### config.mk
export PLATFORM = sky130hd
export DESIGN_NAME = sd_read_scheduler_flat
export DESIGN_NICKNAME = d
export VERILOG_FILES = /design/src/rtl/sd_sched_pkg.sv /design/src/rtl/sd_read_scheduler_if.sv /design/src/rtl/sd_sched_arbiter.sv /design/src/rtl/sd_read_scheduler.sv /design/src/flat_wrapper.sv
export SDC_FILE = /design/constraint.sdc
export NUM_CORES = 1
export LEC_CHECK = 0
export ABC_AREA = 0
export ABC_CLOCK_PERIOD_IN_PS = 4400
export CORE_ASPECT_RATIO = 2
export CORE_MARGIN = 2
export CORE_UTILIZATION = 49
export DETAILED_ROUTE_END_ITERATION = 10
export PLACE_DENSITY = 0.86
export SLEW_MARGIN = 5
export SYNTH_ARGS = -nofsm -noshare
export SYNTH_HDL_FRONTEND = slang
export SYNTH_SLANG_ARGS = --single-unit
### constraint.sdc
create_clock -name MasterCLK -period 4.4 [get_ports MasterCLK]
set_clock_uncertainty 0.15 [all_clocks]
set_input_delay 1.32 -clock MasterCLK [delete_from_list [all_inputs] [get_ports MasterCLK]]
set_output_delay 1.32 -clock MasterCLK [all_outputs]
set_load 0.02 [all_outputs]
### src/rtl/sd_sched_pkg.sv
// rtl/sd_sched_pkg.sv - shared types and defaults for the SD read scheduler
package sd_sched_pkg;

  typedef enum logic [1:0] {
    IDLE   = 2'd0,
    ISSUE  = 2'd1,
    STREAM = 2'd2,
    DONE   = 2'd3
  } state_e;

  localparam logic REQ_TILE = 1'b0;
  localparam logic REQ_AUD  = 1'b1;

  localparam int unsigned DEF_BLOCK_BYTES    = 512;
  localparam int unsigned DEF_TIMEOUT_CYCLES = 65535;
  localparam int unsigned DEF_AUD_STREAK_MAX = 4;

endpackage

### src/rtl/sd_read_scheduler_if.sv
// rtl/sd_read_scheduler_if.sv - SD byte stream and requester bundle; master = scheduler side
interface sd_read_scheduler_if;
  logic        SdReady;
  logic        SdByteValid;
  logic [7:0]  SdData;
  logic        SdStart;
  logic [23:0] SdAddress;
  logic        TileReq;
  logic [23:0] TileAddr;
  logic        AudReq;
  logic [23:0] AudAddr;
  logic        TileGrant;
  logic        AudGrant;
  logic [7:0]  ByteOut;
  logic        TileByteValid;
  logic        AudByteValid;
  logic        BlockDone;
  logic        ErrTimeout;
  logic [15:0] TileBlockCount;
  logic [15:0] AudBlockCount;

  modport master (
    input  SdReady, SdByteValid, SdData, TileReq, TileAddr, AudReq, AudAddr,
    output SdStart, SdAddress, TileGrant, AudGrant, ByteOut, TileByteValid,
           AudByteValid, BlockDone, ErrTimeout, TileBlockCount, AudBlockCount
  );

  modport slave (
    output SdReady, SdByteValid, SdData, TileReq, TileAddr, AudReq, AudAddr,
    input  SdStart, SdAddress, TileGrant, AudGrant, ByteOut, TileByteValid,
           AudByteValid, BlockDone, ErrTimeout, TileBlockCount, AudBlockCount
  );
endinterface

### src/rtl/sd_sched_arbiter.sv
// rtl/sd_sched_arbiter.sv - audio-priority winner select with tile anti-starvation streak
module sd_sched_arbiter
  import sd_sched_pkg::*;
#(
  parameter int unsigned AUD_STREAK_MAX = DEF_AUD_STREAK_MAX
) (
  input  logic clk_i,
  input  logic rst_ni,
  input  logic eval_i,
  input  logic tile_req_i,
  input  logic aud_req_i,
  output logic grant_o,
  output logic winner_o
);

  localparam int unsigned SW = $clog2(AUD_STREAK_MAX + 1);
  localparam logic [SW-1:0] STREAK_MAX = SW'(AUD_STREAK_MAX);

  logic [SW-1:0] streak_q, streak_d;
  logic          tile_wins;

  always_comb begin
    tile_wins = tile_req_i && (!aud_req_i || (streak_q == STREAK_MAX));
    grant_o   = eval_i && (tile_req_i || aud_req_i);
    winner_o  = tile_wins ? REQ_TILE : REQ_AUD;
    streak_d  = streak_q;
    // Only audio wins that actually starved a waiting tile count toward the streak.
    if (grant_o) begin
      if (tile_wins) begin
        streak_d = '0;
      end else if (tile_req_i && (streak_q != STREAK_MAX)) begin
        streak_d = streak_q + SW'(1);
      end
    end
  end

  always_ff @(posedge clk_i) begin
    if (!rst_ni) begin
      streak_q <= '0;
    end else begin
      streak_q <= streak_d;
    end
  end

endmodule

### src/rtl/sd_read_scheduler.sv
// rtl/sd_read_scheduler.sv - one-block-at-a-time SD read arbiter and byte router
// Optional per-requester block statistics: SD_SCHED_STATS_EN
module sd_read_scheduler
  import sd_sched_pkg::*;
#(
  parameter int unsigned BLOCK_BYTES    = DEF_BLOCK_BYTES,
  parameter int unsigned TIMEOUT_CYCLES = DEF_TIMEOUT_CYCLES,
  parameter int unsigned AUD_STREAK_MAX = DEF_AUD_STREAK_MAX
) (
  input logic                 MasterCLK,
  input logic                 Reset,
  sd_read_scheduler_if.master bus
);

  localparam logic [9:0]  LAST_BYTE = 10'(BLOCK_BYTES - 1);
  localparam logic [15:0] TO_LAST   = 16'(TIMEOUT_CYCLES - 1);

  state_e      state_q, state_d;
  logic [9:0]  byte_cnt_q, byte_cnt_d;
  logic [15:0] to_cnt_q, to_cnt_d;
  logic [23:0] addr_q, addr_d;
  logic [7:0]  byte_q, byte_d;
  logic        tile_grant_q, tile_grant_d, aud_grant_q, aud_grant_d;
  logic        sd_start_q, sd_start_d, done_q, done_d, err_q, err_d;
  logic        tile_bv_q, tile_bv_d, aud_bv_q, aud_bv_d;
  logic        arb_grant, arb_winner, last_byte;

  sd_sched_arbiter #(.AUD_STREAK_MAX(AUD_STREAK_MAX)) u_arb (
    .clk_i      (MasterCLK),
    .rst_ni     (Reset),
    .eval_i     ((state_q == IDLE) && bus.SdReady),
    .tile_req_i (bus.TileReq),
    .aud_req_i  (bus.AudReq),
    .grant_o    (arb_grant),
    .winner_o   (arb_winner)
  );

  assign last_byte = (state_q == STREAM) && bus.SdByteValid && (byte_cnt_q == LAST_BYTE);

  always_comb begin
    state_d      = state_q;
    byte_cnt_d   = byte_cnt_q;
    to_cnt_d     = to_cnt_q;
    addr_d       = addr_q;
    byte_d       = byte_q;
    tile_grant_d = tile_grant_q;
    aud_grant_d  = aud_grant_q;
    err_d        = err_q;
    sd_start_d   = 1'b0;
    done_d       = 1'b0;
    tile_bv_d    = 1'b0;
    aud_bv_d     = 1'b0;
    unique case (state_q)
      IDLE: begin
        if (arb_grant) begin
          state_d      = ISSUE;
          addr_d       = (arb_winner == REQ_AUD) ? bus.AudAddr : bus.TileAddr;
          tile_grant_d = (arb_winner == REQ_TILE);
          aud_grant_d  = (arb_winner == REQ_AUD);
          sd_start_d   = 1'b1;
          err_d        = 1'b0;
          byte_cnt_d   = '0;
          to_cnt_d     = '0;
        end
      end
      ISSUE: state_d = STREAM;
      STREAM: begin
        if (bus.SdByteValid) begin
          byte_d     = bus.SdData;
          tile_bv_d  = tile_grant_q;
          aud_bv_d   = aud_grant_q;
          to_cnt_d   = '0;
          byte_cnt_d = byte_cnt_q + 10'd1;
          if (last_byte) begin
            state_d = DONE;
            done_d  = 1'b1;
          end
        end else if (to_cnt_q == TO_LAST) begin
          state_d = DONE;
          done_d  = 1'b1;
          err_d   = 1'b1;
        end else begin
          to_cnt_d = to_cnt_q + 16'd1;
        end
      end
      DONE: begin
        state_d      = IDLE;
        tile_grant_d = 1'b0;
        aud_grant_d  = 1'b0;
      end
      default: state_d = IDLE;
    endcase
  end

  always_ff @(posedge MasterCLK) begin
    if (!Reset) begin
      state_q      <= IDLE;
      byte_cnt_q   <= '0;
      to_cnt_q     <= '0;
      addr_q       <= '0;
      byte_q       <= '0;
      tile_grant_q <= 1'b0;
      aud_grant_q  <= 1'b0;
      sd_start_q   <= 1'b0;
      done_q       <= 1'b0;
      err_q        <= 1'b0;
      tile_bv_q    <= 1'b0;
      aud_bv_q     <= 1'b0;
    end else begin
      state_q      <= state_d;
      byte_cnt_q   <= byte_cnt_d;
      to_cnt_q     <= to_cnt_d;
      addr_q       <= addr_d;
      byte_q       <= byte_d;
      tile_grant_q <= tile_grant_d;
      aud_grant_q  <= aud_grant_d;
      sd_start_q   <= sd_start_d;
      done_q       <= done_d;
      err_q        <= err_d;
      tile_bv_q    <= tile_bv_d;
      aud_bv_q     <= aud_bv_d;
    end
  end

`ifdef SD_SCHED_STATS_EN
  logic [15:0] tile_blk_q, aud_blk_q;

  // Aborted blocks never reach last_byte, so only successful reads are counted.
  always_ff @(posedge MasterCLK) begin
    if (!Reset) begin
      tile_blk_q <= '0;
      aud_blk_q  <= '0;
    end else begin
      if (last_byte && tile_grant_q) tile_blk_q <= tile_blk_q + 16'd1;
      if (last_byte && aud_grant_q)  aud_blk_q  <= aud_blk_q + 16'd1;
    end
  end

  assign bus.TileBlockCount = tile_blk_q;
  assign bus.AudBlockCount  = aud_blk_q;
`else
  assign bus.TileBlockCount = '0;
  assign bus.AudBlockCount  = '0;
`endif

  assign bus.SdStart       = sd_start_q;
  assign bus.SdAddress     = addr_q;
  assign bus.TileGrant     = tile_grant_q;
  assign bus.AudGrant      = aud_grant_q;
  assign bus.ByteOut       = byte_q;
  assign bus.TileByteValid = tile_bv_q;
  assign bus.AudByteValid  = aud_bv_q;
  assign bus.BlockDone     = done_q;
  assign bus.ErrTimeout    = err_q;

endmodule

### src/flat_wrapper.sv
// flat-port wrapper written by rule: the top's interface ports become plain ports
module sd_read_scheduler_flat import sd_sched_pkg::*;
#(
  parameter int unsigned BLOCK_BYTES    = DEF_BLOCK_BYTES,
  parameter int unsigned TIMEOUT_CYCLES = DEF_TIMEOUT_CYCLES,
  parameter int unsigned AUD_STREAK_MAX = DEF_AUD_STREAK_MAX
)
  (MasterCLK, Reset, bus_SdReady, bus_SdByteValid, bus_SdData, bus_TileReq, bus_TileAddr, bus_AudReq, bus_AudAddr, bus_SdStart, bus_SdAddress, bus_TileGrant, bus_AudGrant, bus_ByteOut, bus_TileByteValid, bus_AudByteValid, bus_BlockDone, bus_ErrTimeout, bus_TileBlockCount, bus_AudBlockCount);
  sd_read_scheduler_if bus_i ();
  input logic MasterCLK;
  input logic Reset;
  input wire logic [$bits(bus_i.SdReady)-1:0] bus_SdReady;
  input wire logic [$bits(bus_i.SdByteValid)-1:0] bus_SdByteValid;
  input wire logic [$bits(bus_i.SdData)-1:0] bus_SdData;
  input wire logic [$bits(bus_i.TileReq)-1:0] bus_TileReq;
  input wire logic [$bits(bus_i.TileAddr)-1:0] bus_TileAddr;
  input wire logic [$bits(bus_i.AudReq)-1:0] bus_AudReq;
  input wire logic [$bits(bus_i.AudAddr)-1:0] bus_AudAddr;
  output wire logic [$bits(bus_i.SdStart)-1:0] bus_SdStart;
  output wire logic [$bits(bus_i.SdAddress)-1:0] bus_SdAddress;
  output wire logic [$bits(bus_i.TileGrant)-1:0] bus_TileGrant;
  output wire logic [$bits(bus_i.AudGrant)-1:0] bus_AudGrant;
  output wire logic [$bits(bus_i.ByteOut)-1:0] bus_ByteOut;
  output wire logic [$bits(bus_i.TileByteValid)-1:0] bus_TileByteValid;
  output wire logic [$bits(bus_i.AudByteValid)-1:0] bus_AudByteValid;
  output wire logic [$bits(bus_i.BlockDone)-1:0] bus_BlockDone;
  output wire logic [$bits(bus_i.ErrTimeout)-1:0] bus_ErrTimeout;
  output wire logic [$bits(bus_i.TileBlockCount)-1:0] bus_TileBlockCount;
  output wire logic [$bits(bus_i.AudBlockCount)-1:0] bus_AudBlockCount;
  assign bus_i.SdReady = bus_SdReady;
  assign bus_i.SdByteValid = bus_SdByteValid;
  assign bus_i.SdData = bus_SdData;
  assign bus_i.TileReq = bus_TileReq;
  assign bus_i.TileAddr = bus_TileAddr;
  assign bus_i.AudReq = bus_AudReq;
  assign bus_i.AudAddr = bus_AudAddr;
  assign bus_SdStart = bus_i.SdStart;
  assign bus_SdAddress = bus_i.SdAddress;
  assign bus_TileGrant = bus_i.TileGrant;
  assign bus_AudGrant = bus_i.AudGrant;
  assign bus_ByteOut = bus_i.ByteOut;
  assign bus_TileByteValid = bus_i.TileByteValid;
  assign bus_AudByteValid = bus_i.AudByteValid;
  assign bus_BlockDone = bus_i.BlockDone;
  assign bus_ErrTimeout = bus_i.ErrTimeout;
  assign bus_TileBlockCount = bus_i.TileBlockCount;
  assign bus_AudBlockCount = bus_i.AudBlockCount;
  sd_read_scheduler #(.BLOCK_BYTES(BLOCK_BYTES), .TIMEOUT_CYCLES(TIMEOUT_CYCLES), .AUD_STREAK_MAX(AUD_STREAK_MAX)) u_core (.MasterCLK(MasterCLK), .Reset(Reset), .bus(bus_i));
endmodule
; ---- Word-level counts from Yosys, hierarchy flattened
; Cells that the tools add are included.
; W data, S select, Z words.
[word_totals]
in_bits = 62
elab_cells = 82
register_bits = 70
out_inout_bits = 71
[classes]
reduce_logical = 24
addsub = 3
n_eq_ne = 14
muxes = 28
[ops]
columns = operator, count
row1 = $mux W16, 3
row2 = $pmux W16 S2, 1
row3 = $mux W24, 1
row4 = $mux W10, 2
row5 = $pmux W10 S2, 1
row6 = $add A16 B1 Y16 const B, 1
row7 = $eq A16 B16 Y1 const B, 1
row8 = $reduce_and A2 Y1, 6
row9 = $reduce_and A3 Y1, 4
row10 = $add A10 B1 Y10 const B, 1
row11 = $eq A10 B9 Y1 const B, 1
row12 = $mux W1, 10
row13 = $ne A3 B3 Y1 const B, 3
row14 = $mux W2, 4
row15 = $pmux W2 S4, 1
row16 = $logic_and A1 B1 Y1, 6
row17 = $mux W3, 2
row18 = $ne A2 B2 Y1 const B, 3
row19 = $pmux W1 S2, 3
row20 = $reduce_bool A2 Y1, 3
row21 = $eq A2 B2 Y1 const B, 2
row22 = $reduce_and A4 Y1, 1
row23 = $add A3 B1 Y3 const B, 1
row24 = $eq A3 B3 Y1 const B, 1
row25 = other kinds (6), 7

; ---- Logic depth before layout (Yosys ltp)
; Gate-level depths: netlist of run 1.
[depth]
depth_word = 6
depth_mapped = 9
ltp_nobuf = 6

; ---- Hierarchy
; Synthesis of run 1 repeated with hierarchy kept, for this count alone.
[hier_totals]
cells_unflattened = 402
hier_area_um2 = 3429.5
[by_module_without_submodules]
columns = mod, cells_each, seq_area_each_um2, area_per_inst_um2, instances
row1 = sd_read_scheduler, 379, 1341.3, 3243.1, 1
row2 = sd_sched_arbiter, 23, 60.1, 186.4, 1

; ---- Worst setup path before layout of run 1
; OpenSTA, ideal clock, no wires.
[synth_path]
path_type = input to register
startpoint = input port bus_SdByteValid
endpoint = register u_core.to_cnt_q[12]
setup_time_ns = 0.145
stages = 7
setup_slack_ns = 1.511
t_arrival_ns = 2.594
cell_sequence = buf_6 -> nand4b_1 -> or4_1 -> buf_2 -> buf_6 -> a31oi_1 -> a31oi_1
[synth_between]
elab_chain_len = 2
elab_cells_between_ends = 4
[synth_rtl]
columns = element, line_no
row1 = "start, declared", flat_wrapper.sv:13  ; input wire logic [$bits(bus_i.SdByteValid)-1:0] bus_SdByteValid;
row2 = $ne A3 B3 Y1 (no line) or $mux W16 (tied branches), --
row3 = $reduce_and A3 Y1 (no line) or $pmux W16 S2 (tied branches), --
row4 = "end signal, assigned", sd_read_scheduler.sv:112  ; to_cnt_q <= to_cnt_d;
row5 = "end, declared", sd_read_scheduler.sv:20  ; logic [15:0] to_cnt_q, to_cnt_d;
; Several ways; a longest one is shown, not always the timed one.
; A chain may end at the register's enable or synchronous reset.

; ---- Worst setup path after layout of run 1
[layout_path]
startpoint = input port bus_AudReq
endpoint = register u_core.aud_grant_q, in the netlist u_core.bus.AudGrant
[layout_between]
elab_chain_len = 6
elab_cells_between_ends = 10
[layout_rtl]
columns = element, line_no
row1 = "start, declared", flat_wrapper.sv:17  ; input wire logic [$bits(bus_i.AudReq)-1:0] bus_AudReq;
row2 = $logic_not A1 Y1, sd_sched_arbiter.sv:23  ; tile_wins = tile_req_i && (!aud_req_i || (streak_q == STREAK_MAX));
row3 = $logic_or A1 B1 Y1, sd_sched_arbiter.sv:23
row4 = $logic_and A1 B1 Y1, sd_sched_arbiter.sv:23
row5 = $mux W1, sd_sched_arbiter.sv:25  ; winner_o = tile_wins ? REQ_TILE : REQ_AUD;
row6 = $mux W1, sd_read_scheduler.sv:55  ; if (arb_grant) begin
row7 = $pmux W1 S2, sd_read_scheduler.sv:53  ; unique case (state_q)
row8 = "end signal, assigned", sd_read_scheduler.sv:116  ; aud_grant_q <= aud_grant_d;
row9 = "end, declared", sd_read_scheduler.sv:23  ; logic tile_grant_q, tile_grant_d, aud_grant_q, aud_grant_d;
; Several ways; a longest one is shown, not always the timed one. The select of a mux whose other input is x is not followed.

==> results of run 1 <==
==> per-stage QoR <==
stage               util (%)  area, sq um  hold slack [ns]  total power, mW  cells
finish                 66.00         4980           0.3051            2.225    653
CTS                    66.00         4980           0.3096            2.226    653
global route           66.00         4980           0.3258            2.320    653
detailed placement     61.56         4644           0.3025            1.423    637
floorplan                  -         3881           0.2919            1.190    502
global placement       61.56         4644           0.2937            1.401    637
==> layout make-up <==
type                            count  share of cell area (%)
Sequential cell                    70                   28.14
Clock buffer                       13                   5.427
Timing Repair Buffer              105                   20.85
Clock inverter                      3                   1.307
Inverter                           15                   1.131
Tap cell                           94                   2.362
Multi-Input combinational cell    353                   40.78
==> cells in the final DEF (no fill, tap or decap), types with 7 or more instances in the layout <==
cell type,instances
a31oi_1,10
a311oi_1,25
ha_1,9
a21oi_1,18
nand4_1,13
nor3_1,7
inv_1,14
nand2_1,73
nor2_1,42
nand3_1,35
clkdlybuf4s50_1,100
dfxtp_1,70
conb_1,32
clkbuf_16,9
==> power breakdown <==
part | total, mW | internal (mW) | switching (mW)
Combinational | 0.673 | 0.268 | 0.404
Clock | 0.808 | 0.542 | 0.266
Sequential | 0.744 | 0.703 | 0.0411
Total | 2.22 | 1.51 | 0.712
==> per-layer routing <==
layer / vias up / part of all wire (%) / global-route usage, %
li1: 1809 / - / -
met1: 1752 / 33 / 24.09
met2: 183 / 55 / 48.43
met3: 49 / 5.9 / 6.673
met4: 0 / 6.0 / 17.05
met5: - / 0 / 0
==> Yosys cell counts (2+ instances only) <==
master / number / share of area (%)
a211oi_1: 5 / 1.0
buf_6: 2 / 0.60
a21oi_1: 18 / 2.4
o21ai_1: 4 / 0.53
nor2_1: 42 / 4.2
o2111a_1: 2 / 0.60
and3_1: 5 / 0.83
nor4_1: 4 / 0.66
o21ai_0: 4 / 0.53
o22ai_1: 3 / 0.50
nand2b_1: 5 / 0.83
a22oi_1: 3 / 0.60
nand4_1: 13 / 2.2
dfxtp_1: 70 / 37
a311oi_1: 25 / 5.8
inv_1: 14 / 1.4
ha_1: 9 / 3.0
nand2_1: 73 / 7.3
buf_2: 7 / 0.93
nor2b_1: 2 / 0.33
nand3_1: 35 / 4.7
buf_4: 34 / 6.8
clkbuf_1: 20 / 2.0
or4_1: 5 / 1.0
or3_1: 3 / 0.50
a31oi_1: 10 / 1.7
and2_1: 2 / 0.33
o32ai_1: 2 / 0.47
mux2i_1: 5 / 1.3
o211ai_1: 5 / 1.0
a2111oi_0: 2 / 0.47
nor3_1: 7 / 0.93
xnor2_1: 5 / 1.2
nand4b_1: 3 / 0.70
==> logic make-up (layout without fill, tap and decap cells) <==
family / Yosys count / after routing / share of synthesized area, %
simple gates: 207 / 207 / 26.75
compound gates: 95 / 95 / 18.51
buf+inv: 79 / 136 / 11.93
flops: 70 / 70 / 37.22
fa+ha+maj: 9 / 9 / 2.991
xor+xnor: 5 / 5 / 1.163
mux: 5 / 5 / 1.329
other cells: 1 / 32 / 0.09961
==> worst max-delay path by stage <==
| stage | start | to | slack, ns | cells after the start |
|---|---|---|---|---|
| after CTS | bus_AudReq | u_core.bus.AudGrant | 1.00 | 5 |
| after floorplan | bus_SdByteValid | u_core.to_cnt_q[12] | 1.51 | 7 |
| after global placement | bus_SdByteValid | u_core.to_cnt_q[13] | 0.72 | 5 |
| after detailed placement | bus_AudReq | u_core.bus.AudGrant | 0.65 | 5 |
| after global routing | bus_AudReq | u_core.bus.AudGrant | 0.81 | 5 |
| final | bus_AudReq | u_core.bus.AudGrant | 1.01 | 5 |
==> flip-flops by register name (all words and copies together), names as in the netlist <==
| signal | cells |
|---|---|
| u_core.bus.SdAddress | 24 |
| u_core.to_cnt_q | 16 |
| u_core.byte_cnt_q | 10 |
| u_core.bus.ByteOut | 8 |
| u_core.u_arb.streak_q | 3 |
| u_core.state_q | 2 |
| u_core.bus.AudByteValid | 1 |
| u_core.bus.AudGrant | 1 |
| u_core.bus.BlockDone | 1 |
| u_core.bus.ErrTimeout | 1 |
| u_core.bus.SdStart | 1 |
| u_core.bus.TileByteValid | 1 |
| u_core.bus.TileGrant | 1 |
==> worst max-delay path: stages <==
cell	delay, ns
clkdlybuf4s50_1	0.47
a21bo_2	0.57
nand2_1	0.65
a22oi_1	0.37
nor2_1	0.07
==> reports/qor.csv, run 1 <==
stage;metric;value;unit
sta;Slew Viols, Final;0;
critical_path;critical path type;input pin to register;
clock_network;Root Buffer;clkbuf_16;
place;I/O Buffers;100;
place;dpl ws;0.6513;ns
synth;Yosys reg bits;70;
floorplanning;Rows;45;
synth;sequential share of the synthesized area;37.22;%
clock_network;clk buf depth;2;
sta;fin crit share;77.03;%
route;vias;3793;
route;DRT iter0 DRCs;286;
clock_network;clk sinks;70;
sta;final setup fails;0;
global_routing;initial antenna violation count;0;
synth;yosys warns;0;
finish;Antenna Cells;0;
floorplanning;Die Width;65.98;um
min_path;hold path startpoint;u_core.bus.ByteOut[2];
finish;P&R area growth vs syn;32.27;%
route;Routed Antenna Nets;0;
route;total wire length;10.56;mm
global_routing;first-pass GRT wire length;17.02;mm
finish;share of layout cells above drive strength 1;4.651;%
critical_path;RR Endpoint;u_core.to_cnt_q[13];
critical_path;crit path DAT;3.45;ns
synth;most common flop cell mapped by yosys;dfxtp_1;
critical_path;CP Data Required Time;4.46;ns
min_path;Worst Hold End;u_core.bus.ByteOut[2];
floorplanning;I/O pin count;133;
synth;syn_area_per_cell;7.993;sq um
finish;# fillers;641;
synth;Synth async-reset ratio;0;%
clock_network;worst-skew pair later-pin latency;0.34;ns
clock_network;clock transition at the registers of the reported paths;0.06;ns
outcome;status;finished clean;
clock_network;TritonCTS clock tree;built;
route;DR vias/cell;5.809;
pwr;Power per Cell Area;446.8;nW/um^2
critical_path;crit end category;register;
sta;Tmin final;3.389;ns
clock_network;CTS Buf Count;9;
pwr;Worst VDD drop;279.3;uV
critical_path;type of origin of the critical path;input pin;
floorplanning;DIE HEIGHT;128.0;um
floorplanning;initial core utilization;49.90;%
synth;Post-Syn Instances;471;
critical_path;worst r2r src;u_core.state_q[0];
sta;Final WS setup;1.011;ns
global_routing;number of global-route vias before repair;3767;
synth;Yosys cell types;57;
synth;EDFF count, synth;0;
min_path;HP Class;register to register;
global_routing;GRT Total Usage;26.15;%
sta;Worst Max-Slew Pin Slew;0.8529;ns
sta;Peak Freq;295.1;MHz
clock_network;H-tree lvl count;3;
pwr;leakage power;1.833;nW
route;Avg WL per Cell;16.17;um
global_routing;largest net degree at the start of global routing;50;
critical_path;Worst Path Max Fanout;28;
min_path;Hold Path Stages;2;
finish;Storage cell area;1401;sq um
synth;synthesized area;3765;sq um
place;gpl congestion;0.9286;
floorplanning;Core Region;7545;sq um
sta;Hold Fails Final Rpt;0;
flow_run;MaxCap Viol Count;0;
route;drt pass-1 iters;5;
sta;final setup TNS;0;ns
clock_network;post-CTS resize count;0;
critical_path;R2R Setup Slk;1.62;ns
clock_network;Post-CTS Hold Fix Bufs;0;
critical_path;R2R cell count;6;
finish;nets@finish;625;
route;DRC Markers;0;
clock_network;post-CTS setup repair buffer count;0;
sta;RSZ-0062 raised after global routing;false;
place;HPWL Detailed;7.880;mm
global_routing;total grt overflow;0;
sta;Max-slew headroom;43.01;%
floorplanning;Die ar.;8443;sq um
finish;area taken by multi-input logic gates;2031;sq um
Power figures use the tool's default switching activity.
==> run 2, diff against run 1 <==
--- a/config.mk
+++ b/config.mk
@@ -6,12 +6,12 @@
 export NUM_CORES = 1
 export LEC_CHECK = 0
 export ABC_AREA = 0
-export ABC_CLOCK_PERIOD_IN_PS = 4400
+export ABC_CLOCK_PERIOD_IN_PS = 3300
 export CORE_ASPECT_RATIO = 2
 export CORE_MARGIN = 2
-export CORE_UTILIZATION = 49
+export CORE_UTILIZATION = 45
 export DETAILED_ROUTE_END_ITERATION = 10
-export PLACE_DENSITY = 0.86
+export PLACE_DENSITY = 0.8
 export SLEW_MARGIN = 5
 export SYNTH_ARGS = -nofsm -noshare
 export SYNTH_HDL_FRONTEND = slang
==> constraint.sdc (replaced) <==
create_clock -name MasterCLK -period 3.3 [get_ports MasterCLK]
set_clock_uncertainty 0.15 [all_clocks]
set_input_delay 0.99 -clock MasterCLK [delete_from_list [all_inputs] [get_ports MasterCLK]]
set_output_delay 0.99 -clock MasterCLK [all_outputs]
set_load 0.02 [all_outputs]
==> reports/qor.csv, run 2 (same netlist as run 1, synthesis figures left out) <==
stage;metric;value;unit;change
floorplanning;Die ar.;9158;sq um;+8.5%
pwr;combinational power share;30.7;%;+0.5 points
route;DRC Markers;0;;unchanged
global_routing;number of global-route vias before repair;3778;;+0.29%
sta;Final WS setup;0.5018;ns;-0.5090 ns
sta;final setup TNS;0;ns;unchanged
place;gpl congestion;0.9777;;+5.3%
place;Inst Count DP;650;;+2.0%
sta;fin crit share;84.80;%;
clock_network;clock transition at the registers of the reported paths;0.06;ns;about the same
sta;final setup fails;0;;unchanged
clock_network;Root Buffer;clkbuf_16;;
floorplanning;Rows;47;;+4.4%
route;total wire length;10.88;mm;+3.0%
sta;Tmin final;2.798;ns;
finish;P&R area growth vs syn;34.16;%;
global_routing;first-pass GRT wire length;17.60;mm;+3.4%
finish;Antenna Cells;0;;unchanged
global_routing;initial antenna violation count;0;;unchanged
clock_network;CTS Buf Count;9;;unchanged
floorplanning;Die Width;68.68;um;+4.1%
floorplanning;I/O pin count;133;;unchanged
pwr;leakage power;1.874;nW;+2.2%
floorplanning;DIE HEIGHT;133.4;um;+4.2%
pwr;Reg power frac;33.3;%;-0.2 points
global_routing;total grt overflow;0;;unchanged
finish;share of layout cells above drive strength 1;6.338;%;+1.7 points
global_routing;largest net degree at the start of global routing;50;;unchanged
clock_network;clk buf depth;2;;unchanged
clock_network;Post-CTS Hold Fix Bufs;0;;unchanged
place;HPWL Detailed;8.173;mm;+3.7%
finish;Storage cell area;1401;sq um;unchanged
route;Routed Antenna Nets;0;;unchanged
sta;worst hold slack;0.3084;ns;+0.003231 ns
critical_path;CP Data Required Time;3.42;ns;-1.04 ns
clock_network;post-CTS resize count;0;;unchanged
route;DRT iter0 DRCs;230;;-20%
sta;Hold Fails Final Rpt;0;;unchanged
pwr;Worst VDD drop;416.0;uV;+49%
sta;Worst Max-Slew Pin Slew;0.8299;ns;-0.02294 ns
floorplanning;initial core utilization;46.06;%;-3.8 points
critical_path;crit end category;register;;
pwr;Clk network pwr share;36.0;%;-0.3 points
clock_network;TritonCTS clock tree;built;;
critical_path;critical path type;input pin to register;;
place;dpl ws;0.1867;ns;-0.4646 ns
route;DR vias/cell;5.797;;-0.19%
place;I/O Buffers;100;;unchanged
finish;nets@finish;634;;+1.4%
pwr;switching power;0.9661;mW;+36%
outcome;status;finished clean;;
sta;Max-slew headroom;44.67;%;+1.7 points
route;vias;3861;;+1.8%
pwr;Power per Cell Area;589.4;nW/um^2;+32%
finish;Largest register FFs;24;;unchanged
pwr;Net Sw Frac;32.45;%;+0.46 points
clock_network;worst-skew pair later-pin latency;0.33;ns;about the same
sta;Peak Freq;357.4;MHz;
finish;area taken by multi-input logic gates;2031;sq um;unchanged
critical_path;type of origin of the critical path;input pin;;
place;placed cell area;4717;sq um;+1.6%
floorplanning;Core Region;8174;sq um;+8.3%
critical_path;crit path DAT;2.92;ns;-0.53 ns
finish;commonest non-fill, non-tap cell in the layout;clkdlybuf4s50_1;;
finish;Non-Filler Instances;666;;+2.0%
finish;most frequent cells in the layout;100 x clkdlybuf4s50_1, 73 x nand2_1, 70 x dfxtp_1;;
pwr;internal power;2.011;mW;+33%
finish;# fillers;696;;+8.6%
finish;post-layout util;61.79;%;-4.2 points
sta;RSZ-0062 raised after global routing;false;;
critical_path;Worst Path Max Fanout;15;;-46%
clock_network;clk sinks;70;;unchanged
clock_network;post-CTS setup repair buffer count;0;;unchanged
global_routing;GRT Total Usage;25.28;%;-0.87 points
min_path;HP Class;register to register;;
clock_network;H-tree lvl count;3;;unchanged
finish;Design Area, Final;5051;sq um;+1.4%
sta;Slew Viols, Final;0;;unchanged
route;drt pass-1 iters;8;;+3
flow_run;MaxCap Viol Count;0;;unchanged
route;Avg WL per Cell;16.33;um;+0.98%
pwr;Tot Pwr;2.977;mW;+34%
run 2: cell type report:
cell class	instances	area share, %
multi-input combinational	353	40.20
sequential	70	27.74
timing repair buffer	114	21.90
clock buffer	11	5.004
tap	98	2.428
clock inverter	5	1.610
inverter	15	1.115
run 2: power by group through the flow:
stage	Sequential [mW]	Combinational, mW	Clock [mW]
2_1_floorplan	1.10	0.491	0
3_5_place_dp	1.01	0.904	0
5_1_grt	1.00	0.988	1.13
3_3_place_gp	1.00	0.881	0
4_1_cts	0.990	0.912	1.08
6_report	0.991	0.914	1.07
run 2: path summary, 6_finish.rpt:
check                                      startpoint                    end  slack (ns)  cells past startpoint
worst max-delay path                  bus_SdByteValid      u_core.state_q[1]        0.50                      5
worst min-delay path            u_core.bus.ByteOut[3]  u_core.bus.ByteOut[3]        0.31                      2
worst max register to register      u_core.state_q[0]     u_core.to_cnt_q[0]        0.68                      6
worst min register to register  u_core.bus.ByteOut[3]  u_core.bus.ByteOut[3]        0.31                      2
run 2: worst max-delay path: stages:
cell and delay, ns:
clkdlybuf4s50_1 0.41, nand4b_1 0.23, or4_1 0.80, a221o_1 0.40, nand4_1 0.08
run 2: routing by layer:
layer | vias up | global-route usage, % | wire [um]
met1 | 1792 | 24.77 | 3673
met3 | 49 | 6.081 | 668
li1 | 1829 | - | -
met2 | 191 | 44.82 | 5926
met5 | - | 0 | 0
met4 | 0 | 15.44 | 609
